File: src/rtl/shuffle_sequencer.sv
// Scramble sequencer for the puzzle board.
// A rising edge on the scramble button starts a shuffle of NUM_MOVES moves.
// Each move code is drawn from a free-running 8-bit LFSR. Code 7 is skipped,
// and so is an immediate repeat of the previous move. Every accepted move is
// offered to the board logic over a valid/ready handshake.
module shuffle_sequencer #(
  parameter int         NUM_MOVES = 16,
  parameter logic [7:0] SEED      = 8'h01
) (
  input  logic       clk,
  input  logic       rst,
  input  logic       scramble_btn,
  input  logic       move_ready,
  output logic       move_valid,
  output logic [2:0] move_code,
  output logic       shuffling,
  output logic       done,
  output logic [7:0] moves_issued,
  output logic [7:0] rand_state
);

  // An all-zero LFSR would lock up, so a zero seed is replaced by 01.
  localparam logic [7:0] SeedInit  = (SEED == 8'h00) ? 8'h01 : SEED;
  localparam logic [7:0] LastCount = NUM_MOVES[7:0];

  typedef enum logic [1:0] {
    IDLE,
    ISSUE,
    HANDSHAKE,
    DONE
  } stateT;

  stateT      state;
  logic [7:0] lfsr;
  logic       feedback;
  logic       btnQ;
  logic       startQ;
  logic [2:0] cand;
  logic [2:0] lastCode;
  logic       haveLast;
  logic       candReject;
  logic       lastXfer;

  assign feedback   = lfsr[7] ^ lfsr[5] ^ lfsr[4] ^ lfsr[3];
  assign cand       = lfsr[7:5];
  assign candReject = (cand == 3'b111) || (haveLast && (cand == lastCode));
  assign lastXfer   = (moves_issued + 8'd1) == LastCount;
  assign rand_state = lfsr;

  // Free-running LFSR; it keeps stepping in every state, so the moment of the
  // button press decides which part of the sequence a shuffle uses.
  always_ff @(posedge clk or posedge rst) begin
    if (rst) begin
      lfsr <= SeedInit;
    end else begin
      // NOTE: non-blocking assignment, so every flop sees pre-edge values and
      // block evaluation order cannot change the result.
      lfsr <= {lfsr[6:0], feedback};
    end
  end

  // Rising-edge detect on the button. The start pulse is registered, and it
  // only fires while idle. btnQ always tracks the input, so a long press yields
  // exactly one start pulse.
  always_ff @(posedge clk or posedge rst) begin
    if (rst) begin
      btnQ   <= 1'b0;
      startQ <= 1'b0;
    end else begin
      btnQ   <= scramble_btn;
      startQ <= scramble_btn & ~btnQ & (state == IDLE);
    end
  end

  // Shuffle control FSM. All handshake and status outputs are registered here.
  always_ff @(posedge clk or posedge rst) begin
    if (rst) begin
      state        <= IDLE;
      move_valid   <= 1'b0;
      move_code    <= 3'd0;
      shuffling    <= 1'b0;
      done         <= 1'b0;
      moves_issued <= 8'd0;
      lastCode     <= 3'd0;
      haveLast     <= 1'b0;
    end else begin
      done <= 1'b0;
      case (state)
        IDLE: begin
          if (startQ) begin
            moves_issued <= 8'd0;
            haveLast     <= 1'b0;
            shuffling    <= 1'b1;
            state        <= ISSUE;
          end
        end

        ISSUE: begin
          // A rejected candidate costs one cycle while the LFSR steps on.
          if (!candReject) begin
            move_code  <= cand;
            lastCode   <= cand;
            move_valid <= 1'b1;
            state      <= HANDSHAKE;
          end
        end

        HANDSHAKE: begin
          // move_valid is high throughout this state, so ready alone marks a
          // transfer.
          if (move_ready) begin
            moves_issued <= moves_issued + 8'd1;
            haveLast     <= 1'b1;
            move_valid   <= 1'b0;
            if (lastXfer) begin
              shuffling <= 1'b0;
              done      <= 1'b1;
              state     <= DONE;
            end else begin
              state <= ISSUE;
            end
          end
        end

        DONE: begin
          state <= IDLE;
        end

        default: begin
          state <= IDLE;
        end
      endcase
    end
  end

endmodule

File: config.mk
export PLATFORM = sky130hd
export DESIGN_NAME = shuffle_sequencer
export DESIGN_NICKNAME = d
export VERILOG_FILES = /design/src/rtl/shuffle_sequencer.sv
export SDC_FILE = /design/constraint.sdc
export NUM_CORES = 1
export LEC_CHECK = 0
export ABC_AREA = 1
export BUFFER_PORTS_ARGS = -buffer_cell sky130_fd_sc_hd__buf_4
export CORE_MARGIN = 2
export CORE_UTILIZATION = 52
export CTS_CLUSTER_SIZE = 10
export DETAILED_ROUTE_END_ITERATION = 8
export GPL_TIMING_DRIVEN = 0
export PLACE_DENSITY_LB_ADDON = 0.3
export SLEW_MARGIN = 20
export SYNTH_ARGS = -nofsm -noshare
export SYNTH_HDL_FRONTEND = slang
export SYNTH_SLANG_ARGS = --single-unit
File: constraint.sdc
create_clock -name clk -period 1.85 [get_ports clk]
set_input_delay 0.0925 -clock clk [delete_from_list [all_inputs] [get_ports clk]]
set_output_delay 0.0925 -clock clk [all_outputs]
set_load 0.02 [all_outputs]
==> results.py, run 1 <==
metrics = {
    "yosys": {
        "synth_top_area_share": 0.549,
        "synth_enable_flop_cells": 0,
        "synth_area_leader": "sky130_fd_sc_hd__dfrtp_1",
        "muxShareOfSynthArea": 0,
        "synth_top_flop_cell": "sky130_fd_sc_hd__dfrtp_1",
        "yosys.area_share.simple": 0.228,
        "ys_top_cells_by_count": "sky130_fd_sc_hd__nand2_1, sky130_fd_sc_hd__dfrtp_1, sky130_fd_sc_hd__inv_1",
        "syn_nets": 138,
        "post_synth.cell_area_avg_um2": 8.91,
        "synth.most_common_cell": "sky130_fd_sc_hd__nand2_1",
        "share_of_synthesized_registers_carrying_an_async_set_or_reset": 1.00,
        "synth-seq-cells": 27,
        "share_of_synthesized_area_occupied_by_flip_flops_and_latches": 0.571,
        "synth_cell_types": 22,
        "synth_compound_gate_area_share": 0.0876,
        "synthesis.area_um2": 1180,
        "synthCells": 133,
        "synth_warnings": 0,
        "yosys.area_share.adder": 0.0106,
        "synth_top_family_by_area": "simple AND/OR/NAND/NOR gates",
        "synth-xor-area-share": 0.0296,
        "synth_area_leaders": "sky130_fd_sc_hd__dfrtp_1, sky130_fd_sc_hd__nand2_1, sky130_fd_sc_hd__inv_1",
    },
    "worst_setup_path": {
        "critical_path_required_ns": 2.09,
        "path_buf_inv": 1,
        "r2r.worst_path.cells": 9,
        "crit-reg2reg-capture": "shuffling",
        "timing.critical_path.fanout_max": 7,
        "critical_path.reg2reg.startpoint": "moves_issued[0]",
        "timing.critical_path.arrival_ns": 1.78,
        "setup.worst_path.start_class": "flip-flop",
        "timing.critical_path.cells": "ha_1 -> nand2_2 -> inv_1 -> nand3_1 -> nand2_1 -> nor2_1 -> nand4_1 -> nand2_1 -> nand2_1",
        "worst_path_most_repeated_cell": "sky130_fd_sc_hd__nand2_1",
        "crit_path_max_incr_delay_ns": 0.47,
        "worstSetupEndpointType": "flip-flop",
        "max_stage_delay_cell_worst_path": "sky130_fd_sc_hd__dfrtp_1",
        "path_class": "flip-flop to flip-flop",
        "critical-path-top-delay-family": "simple AND/OR/NAND/NOR gates",
        "regToRegSetupSlack_ns": 0.31,
    },
    "cts": {
        "cts_buffers": 3,
        "clock-sinks": 27,
        "clk_transition_reported_paths_ns": 0.15,
        "clock_tree.root_cell": "sky130_fd_sc_hd__clkbuf_4",
        "ctsResizeCount": 0,
        "insertion_delay_ns": 0.33,
        "number_of_h_tree_branching_levels": 1,
        "tritoncts": "yes",
        "cts_max_path_buffers": 2,
    },
    "die": {
        "chipHeight_um": 51.7,
        "fp.dieW_um": 51.7,
        "floorplan.initialDensity": 0.541,
        "total_die_area_um2": 2680,
        "io-pin-count": 26,
        "core-area_um2": 2190,
        "placement_rows": 17,
    },
    "routing": {
        "wl_per_cell_um": 11.1,
        "dr_total_vias": 965,
        "detailedRoute.firstIterationViolations": 25,
        "postRouteWirelength_mm": 2.13,
        "final_antenna_net_count": 0,
        "detail_route.first_pass.iterations": 4,
        "drc_errors": 0,
        "routed_via_density": 5.03,
    },
    "layout": {
        "diodes": 0,
        "area.growth.synth_to_final_pct": 23.0,
        "layout.nets": 170,
        "postLayoutCellArea_um2": 1460,
        "drive_above_1_share": 0.226,
        "final_core_util": 0.665,
    },
    "placed_design": {
        "routabilityCongestion": 0.780,
        "preCtsSetupSlack_ns": 0.307,
        "hpwl_mm": 1.56,
        "postPlaceCellArea_um2": 1410,
        "io_buffers": 25,
    },
    "power": {
        "total_leakage_power_nw": 0.757,
        "vdd_drop_max_mv": 0.649,
        "p_sw_frac": 0.347,
        "reported_net_switching_power_mw": 0.452,
        "p_comb_frac": 0.263,
        "finalPower_mw": 1.30,
        "cellPowerDensity_nw_per_um2": 893,
        "clock_power_share": 0.195,
        "intPower_mw": 0.850,
        "power_frac_seq": 0.542,
    },
    "global_routing": {
        "overflow": 0,
        "met3_track_demand_over_resource_in_global_routing": 0.0345,
        "grt_max_degree": 28,
        "grt_busiest_layer": "met2",
        "via_count_of_the_first_global_routing_pass": 806,
        "grtUsageMet1": 0.227,
        "globalRouteMet2Util": 0.288,
        "antenna_found_initial": 0,
        "grt_pass1_wl_mm": 3.44,
        "globalRouteTotalUtil": 0.174,
    },
    "min_path": {
        "hp-class": "primary input to flip-flop",
        "worst_hold_path.num_cells": 3,
        "min_to": "haveLast",
        "worstHoldStart": "move_ready",
    },
    "outcome": {
        "status": "completed",
    },
    "timing": {
        "worst_clock_skew_ns": 0.0128,
        "timing.final.crit_share": 0.833,
        "tns_setup_ns": 0,
        "min_period_ns": 1.54,
        "worst-slew-pin-transition_ns": 0.912,
        "grt_setup_unrepaired": "false",
        "report.final.setup_viol": 0,
        "hold_viol": 0,
        "worst_slack_ns": 0.309,
        "max_transition_margin": 0.388,
        "clock.fmax_ghz": 0.649,
        "finalMaxSlewViolations": 0,
    },
    "flow_run": {
        "count_of_max_cap_constraint_violations": 0,
    },
}
==> layout by cell type (no fill, tap or decap), drive strengths merged, types with 2 or more instances in the layout <==
cell         instances
buf                 25
clkbuf               3
dfrtp               26
dlygate4sd3          2
inv                 22
nand2               35
nand3               10
nand4                4
nor2                11
o21ai               11
o22ai                3
xnor2                2
xor2                 2
==> repair_timing <==
action                    CTS  global route
hold endpoints to repair    2            26
buffers inserted            0             0
hold buffers                1             1
==> cell type report <==
| class | instances | area [µm²] |
|---|---|---|
| fill | 187 | 733 |
| tap | 28 | 35.0 |
| multi-input combinational | 83 | 422 |
| timing repair buffer | 27 | 208 |
| clock inverter | 1 | 7.51 |
| sequential | 27 | 677 |
| clock buffer | 3 | 22.5 |
| inverter | 23 | 86.3 |
==> power groups by stage <==
stage	Clock, mW	Combinational (mW)	Sequential (mW)
3_5_place_dp	0	0.344	0.718
3_3_place_gp	0	0.337	0.716
4_1_cts	0.265	0.347	0.707
5_1_grt	0.286	0.394	0.716
2_1_floorplan	0	0.223	0.734
6_report	0.254	0.342	0.706
==> registers in the layout, indices dropped and copies added (netlist names) <==
name          cells
done              1
rand_state        8
haveLast          1
moves_issued      8
move_valid        1
state             2
btnQ              1
startQ            1
shuffling         1
lastCode          3
==> per-layer routing <==
layer	wire length, µm	share of wire
met3	82	0.038
met2	1050	0.49
met1	977	0.46
met5	0	0
met4	23	0.011
==> cells by family after synthesis <==
family,count (synthesis)
AND/OR/NAND/NOR,60
flip-flops,27
buffers and inverters,23
AO/OA/AOI/OAI,18
XOR/XNOR,4
adder cells (fa/ha/maj),1
==> metrics by stage <==
step                      cells  hold slack (ns)
after floorplan             133            0.124
after global placement      186            0.212
after detailed placement    186            0.213
after CTS                   191          0.00695
after global routing        192            0.147
final                       192            0.154
==> worst register-to-register path, cell delays in order (launching register included) <==
cell and delay, ns:
sky130_fd_sc_hd__dfrtp_1 0.47, sky130_fd_sc_hd__ha_1 0.25, sky130_fd_sc_hd__nand2_2 0.09, sky130_fd_sc_hd__inv_1 0.08, sky130_fd_sc_hd__nand3_1 0.08, sky130_fd_sc_hd__nand2_1 0.07, sky130_fd_sc_hd__nor2_1 0.15, sky130_fd_sc_hd__nand4_1 0.14
sky130_fd_sc_hd__nand2_1 0.08, sky130_fd_sc_hd__nand2_1 0.04
==> worst max-delay path by stage <==
stage	start	endpoint	depth (start not counted)
floorplan	moves_issued[0]	shuffling	9
global placement	moves_issued[0]	shuffling	9
detailed placement	moves_issued[0]	shuffling	9
CTS	moves_issued[0]	shuffling	9
global route	moves_issued[0]	shuffling	9
finish	moves_issued[0]	shuffling	9
No activity file was read; power rests on OpenSTA's default activity.
==> run 2: changes to the inputs <==
--- a/config.mk
+++ b/config.mk
@@ -8,7 +8,7 @@
 export ABC_AREA = 1
 export BUFFER_PORTS_ARGS = -buffer_cell sky130_fd_sc_hd__buf_4
 export CORE_MARGIN = 2
-export CORE_UTILIZATION = 52
+export CORE_UTILIZATION = 47
 export CTS_CLUSTER_SIZE = 10
 export DETAILED_ROUTE_END_ITERATION = 8
 export GPL_TIMING_DRIVEN = 0
==> constraint.sdc (replaced) <==
create_clock -name clk -period 1.3 [get_ports clk]
set_input_delay 0.065 -clock clk [delete_from_list [all_inputs] [get_ports clk]]
set_output_delay 0.065 -clock clk [all_outputs]
set_load 0.02 [all_outputs]
==> run 2 against run 1 <==
The flow now finishes with violations (negative setup slack). Core utilization down 0.43 points. Worst setup slack worse by 0.40 ns. Wire length up 23%. Non-clock buffer count up 7. Sequential share of layout area down 3.9 points. Die area up 9.8%. Clock power up 53%. Power up 61%. Critical path type unchanged. Largest cell class unchanged. Highest routed layer unchanged.
==> results.py, run 2 (synthesis results as in run 1) <==
metrics = {
    "routing": {
        "final_antenna_net_count": 0,
        "routed-wl-met3_um": 127,
        "wl_per_cell_um": 13.1,
        "dr_total_vias": 1025,
        "detailedRoute.firstIterationViolations": 19,
        "detail_route.first_pass.iterations": 6,
        "drc_errors": 0,
        "maxUsedRoutingLayer": "met4",
        "postRouteWirelength_mm": 2.62,
        "met2RoutedLength_mm": 1.37,
        "routed_via_density": 5.10,
        "met1_length_mm": 1.07,
    },
    "placed_design": {
        "postPlaceCellArea_um2": 1440,
        "io_buffers": 25,
        "hpwl_mm": 1.69,
        "preCtsSetupSlack_ns": -0.121,
        "routabilityCongestion": 0.725,
    },
    "layout": {
        "fill_cells": 200,
        "area.growth.synth_to_final_pct": 35.7,
        "postLayoutCellArea_um2": 1610,
        "most-common-layout-cells": "sky130_fd_sc_hd__buf_4, sky130_fd_sc_hd__nand2_1, sky130_fd_sc_hd__dfrtp_1, sky130_fd_sc_hd__inv_1, sky130_fd_sc_hd__o21ai_0",
        "layout.nets": 177,
        "diodes": 0,
        "drive_above_1_share": 0.386,
        "mostFrequentLayoutCell": "sky130_fd_sc_hd__buf_4",
    },
    "min_path": {
        "hp-class": "primary input to flip-flop",
        "worstHoldStart": "move_ready",
    },
    "die": {
        "chipHeight_um": 54.2,
        "core-area_um2": 2430,
        "fp.dieW_um": 54.2,
        "io-pin-count": 26,
        "total_die_area_um2": 2940,
        "floorplan.initialDensity": 0.487,
        "placement_rows": 18,
    },
    "worst_setup_path": {
        "worst_path_most_repeated_cell": "sky130_fd_sc_hd__nand2_1",
        "r2r.worst_path.cells": 9,
        "timing.critical_path.arrival_ns": 1.65,
        "worstSetupEndpointType": "flip-flop",
        "critical_path.reg2reg.startpoint": "moves_issued[0]",
        "setup.worst_path.start_class": "flip-flop",
        "crit_path_max_incr_delay_ns": 0.47,
        "max_stage_delay_cell_worst_path": "sky130_fd_sc_hd__dfrtp_2",
        "timing.critical_path.cells": "ha_4 -> nand2_4 -> inv_4 -> nand3_2 -> nand2_2 -> nor2_4 -> nand4_1 -> nand2_1 -> nand2_1",
        "critPathLaunch": "moves_issued[0]",
        "critical_path_required_ns": 1.55,
        "crit-reg2reg-capture": "shuffling",
        "regToRegSetupSlack_ns": -0.09,
        "timing.critical_path.fanout_max": 4,
        "critical_path.endpoint": "shuffling",
        "path_class": "flip-flop to flip-flop",
    },
    "power": {
        "finalPower_mw": 2.10,
        "p_sw_frac": 0.361,
        "p_comb_frac": 0.333,
        "cellPowerDensity_nw_per_um2": 1310,
        "power_frac_seq": 0.481,
        "reported_net_switching_power_mw": 0.758,
        "intPower_mw": 1.34,
        "vdd_drop_max_mv": 0.951,
        "clock_power_share": 0.186,
        "total_leakage_power_nw": 0.803,
    },
    "cts": {
        "cts_buffers": 3,
        "tritoncts": "yes",
        "number_of_h_tree_branching_levels": 1,
        "clock_tree.root_cell": "sky130_fd_sc_hd__clkbuf_4",
        "cts_max_path_buffers": 2,
        "insertion_delay_ns": 0.34,
        "clk_transition_reported_paths_ns": 0.15,
        "clock-sinks": 27,
    },
    "timing": {
        "whs_ns": 0.0465,
        "timing.final.crit_share": 1.07,
        "worst_clock_skew_ns": 0.00398,
        "clock.fmax_ghz": 0.718,
        "tns_setup_ns": -0.168,
        "min_period_ns": 1.39,
        "finalMaxSlewViolations": 0,
        "report.final.setup_viol": 2,
        "hold_viol": 0,
        "worst_slack_ns": -0.0926,
        "max_transition_margin": 0.610,
        "grt_setup_unrepaired": "true",
        "worst-slew-pin-transition_ns": 0.584,
    },
    "flow_run": {
        "count_of_max_cap_constraint_violations": 0,
    },
    "global_routing": {
        "grt_pass1_wl_mm": 3.86,
        "overflow": 0,
        "grt_max_degree": 28,
        "globalRouteTotalUtil": 0.188,
        "antenna_found_initial": 0,
        "via_count_of_the_first_global_routing_pass": 914,
    },
    "outcome": {
        "violated_checks": "negative setup slack",
        "status": "finished with violations",
    },
}
[run 2: power by group through the flow]
stage          Sequential (mW)  Clock, mW  Combinational [mW]
6_report                  1.01      0.389               0.699
4_1_cts                   1.01      0.397               0.604
2_1_floorplan             1.06          0               0.323
3_5_place_dp              1.03          0               0.497
3_3_place_gp              1.03          0               0.484
5_1_grt                   1.02      0.423               0.784
[run 2: worst min path at each step]
stage	endpoint	slack (ns)	depth (start not counted)
global placement	btnQ	0.19	1
finish	haveLast	0.05	3
CTS	state[1]	0.09	6
detailed placement	btnQ	0.19	1
global route	haveLast	0.04	3
floorplan	btnQ	0.1	0
[run 2: cell type report]
cell class,count,area (µm²),share of cell area
tap,30,37.5,0.0233
clock buffer,3,22.5,0.0140
inverter,23,92.6,0.0576
sequential,27,683,0.425
clock inverter,1,7.51,0.00467
timing repair buffer,34,268,0.167
multi-input combinational,83,497,0.309
[run 2: repair_timing]
item / CTS / global route
cloned: 0 / 0
hold buffers: 2 / 0
resized for setup: 7 / 15
endpoints found under the setup margin: 5 / 15
hold endpoints to repair: 28 / 0
pin swaps: 4 / 7
buffers inserted: 4 / 3
[run 2: routing by layer]
metal  global-route usage  vias up
li1                     -      497
met1                0.232      486
met2                0.305       36
met3               0.0328        6
met4                0.117        0
met5                    0        -
[run 2: critical path, delay by kind of cell (launching register included)]
kind | cells | cell delay [ns]
AND/OR/NAND/NOR | 7 | 0.61
flip-flops | 1 | 0.47
adder cells (fa/ha/maj) | 1 | 0.18
buffers and inverters | 1 | 0.05
[run 2: stage by stage]
step	utilization	instances
after CTS	0.632	198
after floorplan	-	133
after global placement	0.591	188
after global routing	0.661	201
after detailed placement	0.591	188
final	0.661	201
